--- src/rtl/program_loader.sv ---
// program_loader: assembles a little-endian byte stream into 32-bit words, writes them to instruction memory, then releases the CPU.
module program_loader #(
  parameter int addr_width = 8
) (
  input  logic        clk,
  input  logic        rst,
  input  logic [7:0]  in_data,
  input  logic        in_valid,
  output logic        in_ready,
  output logic        imem_we,
  output logic [63:0] imem_addr,
  output logic [31:0] imem_wdata,
  output logic        cpu_rstn,
  output logic        done,
  output logic        error,
  output logic [15:0] words_loaded,
  input  logic        reload
);
  localparam logic [2:0] LEN0 = 3'd0, LEN1 = 3'd1, DATA = 3'd2, WRITE = 3'd3, DONE = 3'd4, ERROR = 3'd5;
  localparam logic [16:0] cap = 17'(1) << addr_width;
  logic [2:0]  state;
  logic [15:0] n, word_index, len;
  logic [1:0]  byte_index;
  logic [23:0] sh;
  logic        take;
  assign in_ready = !rst && (state == LEN0 || state == LEN1 || state == DATA);
  assign imem_we  = state == WRITE;
  assign done     = state == DONE;
  assign cpu_rstn = state == DONE;
  assign error    = state == ERROR;
  assign take     = in_valid && in_ready;
  assign len      = {in_data, n[7:0]};
  always_ff @(posedge clk or posedge rst) begin
    if (rst) begin
      state        <= LEN0;
      n            <= '0;
      word_index   <= '0;
      byte_index   <= '0;
      sh           <= '0;
      imem_addr    <= '0;
      imem_wdata   <= '0;
      words_loaded <= '0;
    end else begin
      case (state)
        LEN0: if (take) begin
          n[7:0] <= in_data;
          state  <= LEN1;
        end
        LEN1: if (take) begin
          n[15:8]    <= in_data;
          word_index <= '0;
          byte_index <= '0;
          state      <= len == 16'd0 ? DONE : {1'b0, len} > cap ? ERROR : DATA;
        end
        DATA: if (take) begin
          sh         <= {in_data, sh[23:8]};
          byte_index <= byte_index + 2'd1;
          if (byte_index == 2'd3) begin
            imem_wdata <= {in_data, sh};
            imem_addr  <= {46'd0, word_index, 2'b00};
            state      <= WRITE;
          end
        end
        WRITE: begin
          word_index   <= word_index + 16'd1;
          words_loaded <= words_loaded == 16'hffff ? words_loaded : words_loaded + 16'd1;
          byte_index   <= '0;
          state        <= word_index + 16'd1 == n ? DONE : DATA;
        end
        DONE, ERROR: if (reload) begin
          state        <= LEN0;
          words_loaded <= '0;
        end
        default: state <= LEN0;
      endcase
    end
  end
endmodule

--- config.mk ---
export PLATFORM = sky130hd
export DESIGN_NAME = program_loader
export DESIGN_NICKNAME = d
export VERILOG_FILES = /design/src/rtl/program_loader.sv
export SDC_FILE = /design/constraint.sdc
export NUM_CORES = 1
export LEC_CHECK = 0
export BUFFER_PORTS_ARGS = -buffer_cell sky130_fd_sc_hd__buf_2
export CORE_AREA = 3 3 110 112
export CTS_CLUSTER_DIAMETER = 150
export DETAILED_ROUTE_END_ITERATION = 7
export DIE_AREA = 0 0 113 115
export MAX_ROUTING_LAYER = met4
export PLACE_DENSITY = 0.78
export SYNTH_ARGS = -nofsm -noshare
export SYNTH_HDL_FRONTEND = slang
export SYNTH_SLANG_ARGS = --single-unit
--- constraint.sdc ---
create_clock -name clk -period 6.25 [get_ports clk]
set_input_delay 0.9375 -clock clk [delete_from_list [all_inputs] [get_ports clk]]
set_output_delay 0.9375 -clock clk [all_outputs]
set_load 0.02 [all_outputs]
==> results.py <==
metrics = {
    "worst_setup_path": {
        "slowest_stage": "dfrtp_1",
        "worstSetupStartpointType": "register",
        "crit_chain": "nand2_1, or2_2, inv_1, buf_2",
        "critPathMaxStageDelay_ns": 0.53,
        "cp_data_arrival_time_ns": 2.24,
        "path_max_fanout": 24,
        "cp-end-kind": "output pin",
        "cp.required_ns": 5.31,
        "path_delay_family": "buffers and inverters",
        "cp_num_buf_inv": 2,
        "critical_path_class": "reg2out",
    },
    "cts": {
        "root_buffer": "clkbuf_16",
        "cts_setup_buffers": 0,
        "clock_path_buffers": 2,
        "cts_tree": "built",
        "clock_latency_ns": 0.41,
        "hold_buffers": 0,
        "post_cts_resized": 0,
        "htreeDepth": 4,
        "clkTransAtPathRegs_ns": 0.05,
        "cts_inserted_buffers": 17,
        "cts.sinks": 125,
    },
    "timing": {
        "finalHoldViolations": 0,
        "hold_slack_ns": 0.484,
        "drv_slew": 0,
        "post-route-min-period_ns": 3.18,
        "setup_violations": 0,
        "fmax_ghz": 0.315,
        "tightest_slew_ns": 1.25,
        "final.setup.tns_ns": 0,
        "rsz0062_at_grt": "false",
        "timing.final.crit_share_pct": 50.8,
        "relSlewSlack_pct": 16.0,
        "clock_skew_ns": 0.00925,
    },
    "routing": {
        "vias": 4187,
        "wl_per_cell_um": 16.5,
        "drt-pass1-iter-count": 4,
        "drt_iter0_drc": 389,
        "drc_errors": 0,
        "avgViaCountPerCell": 5.52,
        "drt_wl_total_um": 12500,
        "drt.antenna.violating_nets": 0,
    },
    "floorplan": {
        "start_util_pct": 53.6,
        "die_w_um": 113,
        "design.core.area_um2": 11300,
        "ioPinCount": 129,
        "die_area_um2": 13000,
        "core.rowCount": 39,
        "fp.dieH_um": 115,
    },
    "synth": {
        "synth_top_family_by_area": "multiplexers",
        "synthMuxAreaShare_pct": 16.1,
        "synth-main-ff-cell": "dfrtp_1",
        "syn-cell-area_um2": 6070,
        "postSynthAreaPerCell_um2": 11.4,
        "async_flop_share_pct": 100,
        "yosys_warnings": 0,
        "synth_area_leaders": "dfrtp_1 52%, mux2_2 16%, buf_4 6.6%",
        "synth_seq_cells": 125,
        "synth_top_cell_by_area": "dfrtp_1",
        "synth_edf_count": 0,
        "seq_area_frac_synth_pct": 51.6,
        "synthSimpleGateAreaFrac_pct": 11.9,
        "synth.distinct_cells": 49,
        "yosysTopAreaCellShare_pct": 51.6,
        "synthXorXnorAreaFrac_pct": 4.91,
        "synth_cells": 532,
        "synth_compound_area_share_pct": 6.31,
        "synth_fa_ha_area_share_pct": 0.619,
    },
    "min_path": {
        "worstHoldPathType": "reg2reg",
    },
    "global_route": {
        "grt_overflow": 0,
        "grt_util_all_layers_pct": 21.0,
        "antenna_found_initial": 0,
        "first_global_vias": 4186,
        "grt_max_degree": 82,
        "grt_pass1_wl_um": 20900,
    },
    "pwr": {
        "vdd_drop_max_v": 0.000206,
        "p_leak_nw": 3.58,
        "power_density_nw_per_um2": 331,
    },
    "cells_and_area": {
        "antenna_cells": 0,
        "nets": 619,
        "num-fill-cells": 875,
        "drive_above_1_share_pct": 33.1,
        "areaGrowthSynthToFinish_pct": 14.9,
    },
    "flow_run": {
        "cap_violations": 0,
    },
    "placement": {
        "routabilityCongestion": 0.872,
        "portBuffers": 80,
        "hpwl_um": 8530,
    },
    "outcome": {
        "status": "complete, no violations",
    },
}
-- where the power goes --
group,total (mW),internal (mW),switching (mW),leakage [nW]
Clock,1.02,0.675,0.349,0.289
Sequential,0.954,0.878,0.0761,1.71
Combinational,0.330,0.146,0.184,1.58
Total,2.31,1.70,0.609,3.58
-- final cells by class --
cell class	count	area, µm²	share of cell area (%)
Timing Repair Buffer	82	415	5.96
Clock inverter	10	165	2.37
Multi-Input combinational cell	371	2600	37.4
Sequential cell	125	3130	44.9
Tap cell	143	179	2.57
Inverter	7	28.8	0.413
Clock buffer	21	450	6.46
-- kinds of logic after synthesis --
family | count (synthesis)
compound gates | 61
xor+xnor | 34
fa+ha+maj | 3
buf+inv | 83
flops | 125
mux | 87
other cells | 1
simple gates | 138
-- tightest hold or removal path, stage by stage (launching register included) --
cell and delay, ns:
dfrtp_1 0.34, nand2_1 0.05, o21ai_0 0.06
-- layer usage --
layer,part of all wire [%],GRT usage [%]
met2,50,34.5
met1,43,25.3
met4,1.3,6.73
met5,0,-
met3,5.9,6.00
-- registers in the layout (all words and copies together), names as in the netlist --
| name | count |
|---|---|
| imem_wdata | 32 |
| sh | 24 |
| imem_addr | 16 |
| n | 16 |
| word_index | 16 |
| words_loaded | 16 |
| state | 3 |
| byte_index | 2 |
-- final timing paths --
path | slack (ns) | depth (start not counted) | to | startpoint
min | 0.48 | 2 | imem_addr[12] | imem_addr[12]
min reg2reg | 0.48 | 2 | imem_addr[12] | imem_addr[12]
max reg2reg | 3.72 | 6 | words_loaded[13] | state[1]
max in group asynchronous | 4.25 | 3 | imem_wdata[15] | rst
max | 3.07 | 4 | imem_we | state[1]
min in group asynchronous | 0.62 | 2 | state[0] | rst
-- Yosys cell counts (2+ instances only) --
cell,count
a21oi_1,8
a31oi_1,4
and2_1,7
and3_1,4
and4_1,4
buf_1,3
buf_2,5
buf_4,53
clkbuf_1,15
dfrtp_1,125
ha_1,3
inv_1,7
mux2_2,86
nand2_1,31
nand2b_1,5
nand3_1,20
nand3b_1,2
nand4_1,5
nor2_1,32
nor2b_1,3
nor3_1,7
nor3b_1,2
nor4_1,4
o211ai_1,2
o21a_1,2
o21ai_0,28
o21bai_1,2
o41ai_1,5
or2_2,2
or3_1,2
or4_1,4
xnor2_1,17
xor2_1,17
-- layout by cell type, fill, tap and decap left out, drive strengths merged, types with 4 or more instances in the layout --
cell type,count
a21oi,8
a31oi,4
and2,7
and3,4
and4,4
buf,82
bufinv,4
clkbuf,21
conb,48
dfrtp,125
inv,7
mux2,86
nand2,31
nand2b,5
nand3,20
nand4,7
nor2,32
nor3,7
nor4,5
o21ai,28
o41ai,5
or4,4
xnor2,17
xor2,17
-- metrics by stage --
step	setup slack (ns)	util, %	total power [mW]	cell area, µm²	std cells
2_1_floorplan	1.97	-	1.24	6240	579
3_3_place_gp	3.40	56.1	1.27	6350	728
3_5_place_dp	3.31	56.1	1.29	6350	728
4_1_cts	3.07	61.6	2.32	6970	759
5_1_grt	2.91	61.6	2.41	6970	759
6_report	3.07	61.6	2.31	6970	759
Power figures use the tool's default switching activity.
